## src/rtl/tcs3200_color_classifier.sv

```systemverilog
// TCS3200 front end: steps the R/G/B filters, counts sensor edges per gate window and classifies the dominant colour.
// Result latency 3*(SETTLE_CYCLES+GATE_CYCLES)+1 cycles after leaving IDLE; no backpressure, the sensor input is free-running.
module tcs3200_color_classifier #(
  parameter int GATE_CYCLES   = 4000,
  parameter int SETTLE_CYCLES = 80,
  parameter int CNT_W         = 12,
  parameter int MIN_COUNT     = 20
) (
  input  logic             clk,
  input  logic             rst_n,
  input  logic             enable,
  input  logic             sensor_out,
  output logic             s0,
  output logic             s1,
  output logic             s2,
  output logic             s3,
  output logic [1:0]       color,
  output logic             color_valid,
  output logic [CNT_W-1:0] red_cnt,
  output logic [CNT_W-1:0] green_cnt,
  output logic [CNT_W-1:0] blue_cnt
);

  localparam int TMR_MAX = (GATE_CYCLES > SETTLE_CYCLES) ? GATE_CYCLES : SETTLE_CYCLES;
  localparam int TMR_W   = $clog2(TMR_MAX + 1);

  localparam logic [TMR_W-1:0] GATE_LAST   = TMR_W'(GATE_CYCLES - 1);
  localparam logic [TMR_W-1:0] SETTLE_LAST = TMR_W'(SETTLE_CYCLES - 1);
  localparam logic [CNT_W-1:0] CNT_MAX     = '1;

  localparam logic [2:0] IDLE   = 3'd0;
  localparam logic [2:0] SET_R  = 3'd1;
  localparam logic [2:0] GATE_R = 3'd2;
  localparam logic [2:0] SET_G  = 3'd3;
  localparam logic [2:0] GATE_G = 3'd4;
  localparam logic [2:0] SET_B  = 3'd5;
  localparam logic [2:0] GATE_B = 3'd6;
  localparam logic [2:0] DECIDE = 3'd7;

  localparam logic [1:0] COLOR_NONE  = 2'b00;
  localparam logic [1:0] COLOR_RED   = 2'b01;
  localparam logic [1:0] COLOR_BLUE  = 2'b10;
  localparam logic [1:0] COLOR_GREEN = 2'b11;

  logic             sync1;
  logic             sync2;
  logic             sync3;
  logic             edge_pulse;
  logic [2:0]       state;
  logic [2:0]       state_nxt;
  logic [TMR_W-1:0] timer;
  logic             timer_done;
  logic [CNT_W-1:0] work_r;
  logic [CNT_W-1:0] work_g;
  logic [CNT_W-1:0] work_b;
  logic [CNT_W-1:0] max_cnt;
  logic [1:0]       n_max;
  logic [1:0]       color_nxt;

  // 20% output scaling is fixed for this board.
  assign s0 = 1'b1;
  assign s1 = 1'b0;

  always_ff @(posedge clk or negedge rst_n) begin
    if (!rst_n) begin
      sync1 <= 1'b0;
      sync2 <= 1'b0;
      sync3 <= 1'b0;
    end else begin
      sync1 <= sensor_out;
      sync2 <= sync1;
      sync3 <= sync2;
    end
  end

  assign edge_pulse = sync2 & ~sync3;

  always_comb begin
    timer_done = 1'b0;
    case (state)
      SET_R, SET_G, SET_B:    timer_done = (timer == SETTLE_LAST);
      GATE_R, GATE_G, GATE_B: timer_done = (timer == GATE_LAST);
      default:                timer_done = 1'b0;
    endcase
  end

  always_comb begin
    state_nxt = state;
    case (state)
      IDLE:    if (enable) state_nxt = SET_R;
      SET_R:   if (timer_done) state_nxt = GATE_R;
      GATE_R:  if (timer_done) state_nxt = SET_G;
      SET_G:   if (timer_done) state_nxt = GATE_G;
      GATE_G:  if (timer_done) state_nxt = SET_B;
      SET_B:   if (timer_done) state_nxt = GATE_B;
      GATE_B:  if (timer_done) state_nxt = DECIDE;
      DECIDE:  state_nxt = enable ? SET_R : IDLE;
      default: state_nxt = IDLE;
    endcase
    // Dropping enable abandons a measurement in progress; DECIDE always completes.
    if (!enable && state != IDLE && state != DECIDE) state_nxt = IDLE;
  end

  always_ff @(posedge clk or negedge rst_n) begin
    if (!rst_n) begin
      state <= IDLE;
      timer <= '0;
    end else begin
      state <= state_nxt;
      if (state_nxt != state || state == IDLE) timer <= '0;
      else                                     timer <= timer + 1'b1;
    end
  end

  always_comb begin
    s2 = 1'b0;
    s3 = 1'b0;
    case (state)
      SET_G, GATE_G:         begin s2 = 1'b1; s3 = 1'b1; end
      SET_B, GATE_B, DECIDE: begin s2 = 1'b0; s3 = 1'b1; end
      default:               begin s2 = 1'b0; s3 = 1'b0; end
    endcase
  end

  always_ff @(posedge clk or negedge rst_n) begin
    if (!rst_n) begin
      work_r <= '0;
      work_g <= '0;
      work_b <= '0;
    end else begin
      case (state)
        SET_R:   work_r <= '0;
        SET_G:   work_g <= '0;
        SET_B:   work_b <= '0;
        GATE_R:  if (edge_pulse && work_r != CNT_MAX) work_r <= work_r + 1'b1;
        GATE_G:  if (edge_pulse && work_g != CNT_MAX) work_g <= work_g + 1'b1;
        GATE_B:  if (edge_pulse && work_b != CNT_MAX) work_b <= work_b + 1'b1;
        default: ;
      endcase
    end
  end

  // A saturated count is an ordinary value here, so two saturated channels tie.
  always_comb begin
    max_cnt = work_r;
    if (work_g > max_cnt) max_cnt = work_g;
    if (work_b > max_cnt) max_cnt = work_b;
    n_max = 2'(work_r == max_cnt) + 2'(work_g == max_cnt) + 2'(work_b == max_cnt);
    color_nxt = COLOR_NONE;
    if (int'(max_cnt) >= MIN_COUNT && n_max == 2'd1) begin
      if (work_r == max_cnt)      color_nxt = COLOR_RED;
      else if (work_g == max_cnt) color_nxt = COLOR_GREEN;
      else                        color_nxt = COLOR_BLUE;
    end
  end

  always_ff @(posedge clk or negedge rst_n) begin
    if (!rst_n) begin
      color       <= COLOR_NONE;
      color_valid <= 1'b0;
      red_cnt     <= '0;
      green_cnt   <= '0;
      blue_cnt    <= '0;
    end else begin
      color_valid <= (state == DECIDE);
      if (state == DECIDE) begin
        color     <= color_nxt;
        red_cnt   <= work_r;
        green_cnt <= work_g;
        blue_cnt  <= work_b;
      end
    end
  end

endmodule

```

## config.mk

```make
export PLATFORM = sky130hd
export DESIGN_NAME = tcs3200_color_classifier
export DESIGN_NICKNAME = d
export VERILOG_FILES = /design/src/rtl/tcs3200_color_classifier.sv
export SDC_FILE = /design/constraint.sdc
export NUM_CORES = 1
export LEC_CHECK = 0
export CAP_MARGIN = 20
export CORE_ASPECT_RATIO = 0.9
export CORE_UTILIZATION = 54
export CTS_BUF_LIST = sky130_fd_sc_hd__clkbuf_8 sky130_fd_sc_hd__clkbuf_16
export CTS_CLUSTER_DIAMETER = 200
export DETAILED_ROUTE_END_ITERATION = 6
export PLACE_DENSITY = 0.76
export SYNTH_ARGS = -nofsm -noshare
export SYNTH_HDL_FRONTEND = slang
export SYNTH_SLANG_ARGS = --single-unit
```

## constraint.sdc

```tcl
create_clock -name clk -period 6.62 [get_ports clk]
set_clock_uncertainty 0.2 [all_clocks]
set_input_delay 1.324 -clock clk [delete_from_list [all_inputs] [get_ports clk]]
set_output_delay 1.324 -clock clk [all_outputs]
set_load 0.02 [all_outputs]
```

# ---- Yosys cells after proc, flatten, opt, wreduce, memory -nomap -nowiden
# Cells that the tools add are included.
# W data, S select, Z words.
dict set report totals {
  register_bits 93
  latch_bits 0
  ram_bits 0
  romBits 0
  input_bits 4
  out_inout_bits 43
  elab_cells 90
  n_memories 0
}
dict set report op_classes {
  addsub 6
  multipliers 0
  div_mod_pow 0
  order_cmp 3
  eq_ne 21
  shifts 0
  mux 25
  n_bitwise 2
  n_reduce_logical 20
}
# op n
set op_table {}
lappend op_table {{$mux W12} 6}
lappend op_table {{$pmux W12 S2} 3}
lappend op_table {{$add A12 B1 Y12 const B} 4}
lappend op_table {{$eq A12 B12 Y1} 3}
lappend op_table {{$ne A12 B12 Y1 const B} 3}
lappend op_table {{$gt A12 B12 Y1} 2}
lappend op_table {{$mux W3} 8}
lappend op_table {{$pmux W3 S8} 1}
lappend op_table {{$eq A12 B12 Y1 const B} 1}
lappend op_table {{$eq A12 B7 Y1 const B} 1}
lappend op_table {{$eq A3 B3 Y1 const B} 4}
lappend op_table {{$ge A12 B5 Y1 const B} 1}
lappend op_table {{$eq A3 B2 Y1 const B} 2}
lappend op_table {{$logic_and A1 B1 Y1} 6}
lappend op_table {{$ne A2 B2 Y1 const B} 3}
lappend op_table {{$reduce_and A2 Y1} 3}
lappend op_table {{$reduce_bool A2 Y1} 3}
lappend op_table {{$reduce_or A3 Y1} 2}
lappend op_table {{$reduce_or A5 Y1} 1}
lappend op_table {{$mux W1} 4}
lappend op_table {{$mux W2} 2}
lappend op_table {{$eq A3 B1 Y1 const B} 1}
lappend op_table {{$logic_not A3 Y1} 1}
lappend op_table {{$ne A3 B3 Y1} 1}
lappend op_table {{other kinds (11)} 11}

# ---- Longest topological paths before layout
dict set report logic_depth {
  ltp_word 10
  depth_mapped 26
  ltp_nobuf 22
}

# ---- Least setup slack after synthesis
# No wires, ideal clock.
dict set report synth_path {
  path_kind {register -> register}
  start {register work_r[10]}
  end {register color[1]}
  setup_time_ps 139
  arrival_ps 5869
  required_ps 6281
  setup_slack_ps 412
  stages_incl_launch_ff 25
  n_path_buf 3
  synth_period_minus_slack_ps 6208
  path_cell_list {dfrtp_1 -> clkbuf_1 -> inv_1 -> ha_1 -> nand4_4 -> a211o_1 -> a31oi_2 -> clkbuf_1 -> nor2_1 -> a21oi_1 -> ha_1 -> nand4_1 -> nor2_1 -> a211o_1 -> a2111o_1 -> or3_1 -> buf_2 -> a211o_4 -> a2111oi_4 -> a21oi_1 -> nor4_2 -> fa_1 -> nor3b_1 -> o21ai_0 -> o21ai_0}
}
dict set report synth_between {
  elab_chain_cells 10
  elab_cells_between_ends 14
  classes_between {add/sub: 2; order compare: 3; eq/ne: 4; mux: 4; reduce/logical: 1}
}
# element line_no
set synth_lines {}
lappend synth_lines {{from (decl)} 53} ;# logic [CNT_W-1:0] work_r;
lappend synth_lines {{from (signal assigned)} 135} ;# GATE_R: if (edge_pulse && work_r != CNT_MAX) work_r <= work_r + 1'b1;
lappend synth_lines {{$gt A12 B12 Y1} 146} ;# if (work_g > max_cnt) max_cnt = work_g;
lappend synth_lines {{$mux W12} 146}
lappend synth_lines {{$gt A12 B12 Y1} 147} ;# if (work_b > max_cnt) max_cnt = work_b;
lappend synth_lines {{$mux W12} 147}
lappend synth_lines {{$eq A12 B12 Y1, on equally long branches} {148, 151}}
lappend synth_lines {{$add A1 B1 Y2} 148} ;# n_max = 2'(work_r == max_cnt) + 2'(work_g == max_cnt) + 2'(work_b == max_cnt);
lappend synth_lines {{$add A2 B1 Y2} 148}
lappend synth_lines {{$eq A2 B1 Y1} 150} ;# if (int'(max_cnt) >= MIN_COUNT && n_max == 2'd1) begin
lappend synth_lines {{$logic_and A1 B1 Y1} 150}
lappend synth_lines {{$mux W2 *} 150}
lappend synth_lines {{to (signal assigned)} 167} ;# color <= color_nxt;
lappend synth_lines {{to (decl)} 17} ;# output logic [1:0] color,
# Every way passes the cells marked *; elsewhere a longest branch is shown, timed or not.
# A chain may end at the register's enable or synchronous reset.

# ---- Worst setup path in the final report
dict set report layout_path {
  start {register work_r[6]}
  end {register color[1]}
}
# The elaborated chain is that of the path after synthesis.

==> impl_metrics.json <==
{
  "status": "finished clean",
  "synth_top_family_by_area": "simple AND/OR/NAND/NOR gates",
  "synth_commonest_cells": "dfrtp_1 (93), nor2_1 (77), nand2_1 (61), o21ai_0 (56), xnor2_1 (48)",
  "fp.dieH_um": 103.5,
  "num_antenna_cells": 0,
  "drcViolationCount": 0,
  "ys_seq_area_share_pct": 37.67,
  "postLayoutCellArea_mm2": 0.007291,
  "wl_um": 19680,
  "power_per_cell_area_mw_per_mm2": 159.5,
  "clock_sinks": 93,
  "end_kind": "flip-flop",
  "cts_setup_buffers": 0,
  "hpwlAfterDp_um": 14880,
  "path_buf_inv": 2,
  "rows": 36,
  "nets": 794,
  "areaGrowthSynthToFinish_pct": 18.00,
  "setup_viol": 0,
  "critical_path.max_stage_delay_ns": 0.47,
  "synth_seq_cells": 93,
  "syn_nets": 739,
  "cts_max_level": 3,
  "synthCells": 707,
  "r2r_start": "work_r[6]",
  "drv_slew": 0,
  "ctsHoldBuffers": 0,
  "portBuffers": 44,
  "r2r_end": "color[1]",
  "die_w_um": 114.8,
  "via_count": 5701,
  "min_from": "sync1",
  "grt_usage_pct": 35.25,
  "synth_warnings": 0,
  "cp_max_fo": 19,
  "antenna_found_initial": 0,
  "clk_pin_slew_worst_paths_ns": 0.07,
  "fin_crit_ns": 6.240,
  "worst_ep_required_time_ns": 6.65,
  "whs_path_depth": 0,
  "synth-xor-area-share_pct": 9.923,
  "dpl-instance-area_mm2": 0.006978,
  "critical-path-top-delay-family": "compound AO/OA/AOI/OAI gates",
  "cp_data_arrival_time_ns": 6.28,
  "worst_slew_pin_slew_ns": 0.8998,
  "rsz0062_at_grt": "false",
  "synth_most_common_cell": "dfrtp_1",
  "die_area_mm2": 0.01187,
  "synth_top_area_share_pct": 37.67,
  "p_leak_nw": 3.175,
  "grt_overflow": 0,
  "yosys-top-cells-area": "dfrtp_1 (38%), xnor2_1 (6.8%), ha_1 (5.5%)",
  "clk-insertion-delay-late_ns": 0.36,
  "synth_area_mm2": 0.006178,
  "initial_core_util_pct": 56.22,
  "utilization_pct": 66.34,
  "synth_edf_count": 0,
  "pin_count": 47,
  "dp_slack_ns": 0.4042,
  "min_path_type": "reg2reg",
  "layout-drive-gt1-share_pct": 11.47,
  "r2r_setup_slack_ns": 0.38,
  "muxShareOfSynthArea_pct": 3.989,
  "syn_area_per_cell_um2": 8.739,
  "synth_top_area_cell": "dfrtp_1",
  "first_pass_iters": 5,
  "grt_max_degree": 67,
  "max_slew_margin_pct": 38.46,
  "viasPerCell": 6.203,
  "synth_flop_cell": "dfrtp_1",
  "fill_cells": 865,
  "grt_pass1_wl_um": 30390,
  "avgRoutedWirePerCell_um": 21.41,
  "synth_compound_area_share_pct": 16.42,
  "drtIter0Drc": 584,
  "cts_tree": "done",
  "numCtsBuffers": 9,
  "fmax_mhz": 160.2,
  "synth_simple_gate_area_share_pct": 21.14,
  "core_mm2": 0.01099,
  "hold_end": "sync2",
  "setup_ws_ns": 0.3796,
  "fin_crit_sh_pct": 94.27,
  "clk_path_buf_depth": 2,
  "crit_type": "reg2reg",
  "slowest_stage": "dfrtp_1",
  "setup_tns_ns": 0,
  "gp_congestion": 0.9994,
  "cts_root_buffer": "clkbuf_16",
  "synth_fa_ha_area_share_pct": 5.792,
  "power_w": 0.001163,
  "start_kind": "flip-flop",
  "drv_cap": 0,
  "ys_async_sr_fraction_pct": 100.0,
  "ant_nets": 0,
  "worstPathCellList": "clkinv_1, ha_1, nand4_2, a211o_1, a31oi_2, buf_12, nor2_1, a21oi_1, ha_1, nand4_1, nor2_1, a211o_1, a2111o_1, or3_1, a211o_4, a2111oi_4, a21oi_1, nor4_2, fa_1, nor3b_1, o21ai_0, o21ai_0",
  "reg2regPathDepth": 22,
  "synthDistinctLibCells": 75,
  "ir_worst_vdd_v": 0.0001973,
  "hold_violations": 0,
  "grt_pass1_vias": 5467
}
[how the worst max path moves through the flow]
stage | start | to | slack, ns | depth (start not counted)
6_report | work_r[6] | color[1] | 0.38 | 22
5_1_grt | work_r[6] | color[1] | 0.04 | 23
4_1_cts | work_r[6] | color[1] | 0.37 | 23
3_5_place_dp | work_r[6] | color[1] | 0.40 | 23
3_3_place_gp | work_r[6] | color[1] | 0.49 | 23
2_1_floorplan | work_r[10] | color[1] | 0.41 | 24
[final cells by class]
| type | count | area (um2) | area share (%) |
|---|---|---|---|
| Multi-Input combinational cell | 535 | 3548 | 48.67 |
| Sequential cell | 93 | 2328 | 31.94 |
| Timing Repair Buffer | 88 | 780.7 | 10.71 |
| Clock buffer | 9 | 225.2 | 3.089 |
| Tap cell | 152 | 190.2 | 2.609 |
| Inverter | 35 | 131.4 | 1.802 |
| Clock inverter | 7 | 86.33 | 1.184 |
[cell families (layout without fill, tap and decap cells)]
kind of cell	after synthesis	count (layout)
adder cells (fa/ha/maj)	28	28
buffers and inverters	79	139
flip-flops	93	93
AND/OR/NAND/NOR	259	259
AO/OA/AOI/OAI	153	153
XOR/XNOR	70	70
other	2	2
multiplexers	23	23
[registers in the layout, indices dropped and copies added (netlist names)]
signal	count
timer	12
sync2	1
work_b	12
state	3
work_r	12
sync1	1
color_valid	1
color	2
red_cnt	12
sync3	1
green_cnt	12
blue_cnt	12
work_g	12
[routing by layer]
metal,global-route usage (%),up-vias,share of wire [%]
li1,-,2616,-
met1,46.10,2728,42
met2,57.58,300,46
met3,6.818,57,8.2
met4,15.58,0,3.5
met5,0,-,0
[what timing repair did]
action | CTS | global route
setup endpoints to repair | 0 | 2
endpoints found under the hold margin | 0 | 0
resized for setup | 0 | 2
[through the flow]
step / instances / hold WS [ns]
5_1_grt: 919 / 0.1608
3_3_place_gp: 903 / 0.1353
2_1_floorplan: 707 / 0.1312
3_5_place_dp: 903 / 0.1397
4_1_cts: 919 / 0.1551
6_report: 919 / 0.1525
[power breakdown]
group	internal (W)	switching (W)
combinational	0.0000142	0.0000318
clock	0.000299	0.000245
sequential	0.000570	0.00000265
[worst register-to-register path: cells and delay by family, from the launching register on]
family                     cells  cell delay [ns]
AOI/OAI and AO/OA             10             2.54
adders and majority gates      3             1.11
buffers and inverters          2             0.34
DFF                            1             0.47
and+or+nand+nor                7             1.45
[layout by cell type (no fill, tap or decap), types with 3 or more instances in the layout]
cell type / Yosys / layout
nor3b_1: 3 / 3
nand3_1: 17 / 17
nand4_1: 23 / 23
xor2_1: 22 / 22
and3_1: 9 / 9
nand2b_1: 6 / 6
o22ai_1: 4 / 4
nor3_1: 12 / 12
nand2_1: 61 / 60
mux2i_1: 10 / 10
a21oi_1: 29 / 29
a31oi_1: 5 / 5
or3_1: 11 / 11
o211ai_1: 7 / 7
o2111ai_1: 4 / 4
o31ai_1: 5 / 5
a211oi_1: 5 / 5
inv_1: 34 / 35
dfrtp_1: 93 / 92
o21ai_0: 56 / 55
xnor2_1: 48 / 48
clkdlybuf4s50_1: 0 / 43
buf_4: 2 / 44
a2111oi_0: 3 / 3
nor2_1: 77 / 77
nor4_1: 11 / 11
o221ai_1: 5 / 5
nor2b_1: 10 / 10
ha_1: 27 / 27
mux2_2: 13 / 13
clkbuf_16: 0 / 9
Power figures use the tool's default switching activity.
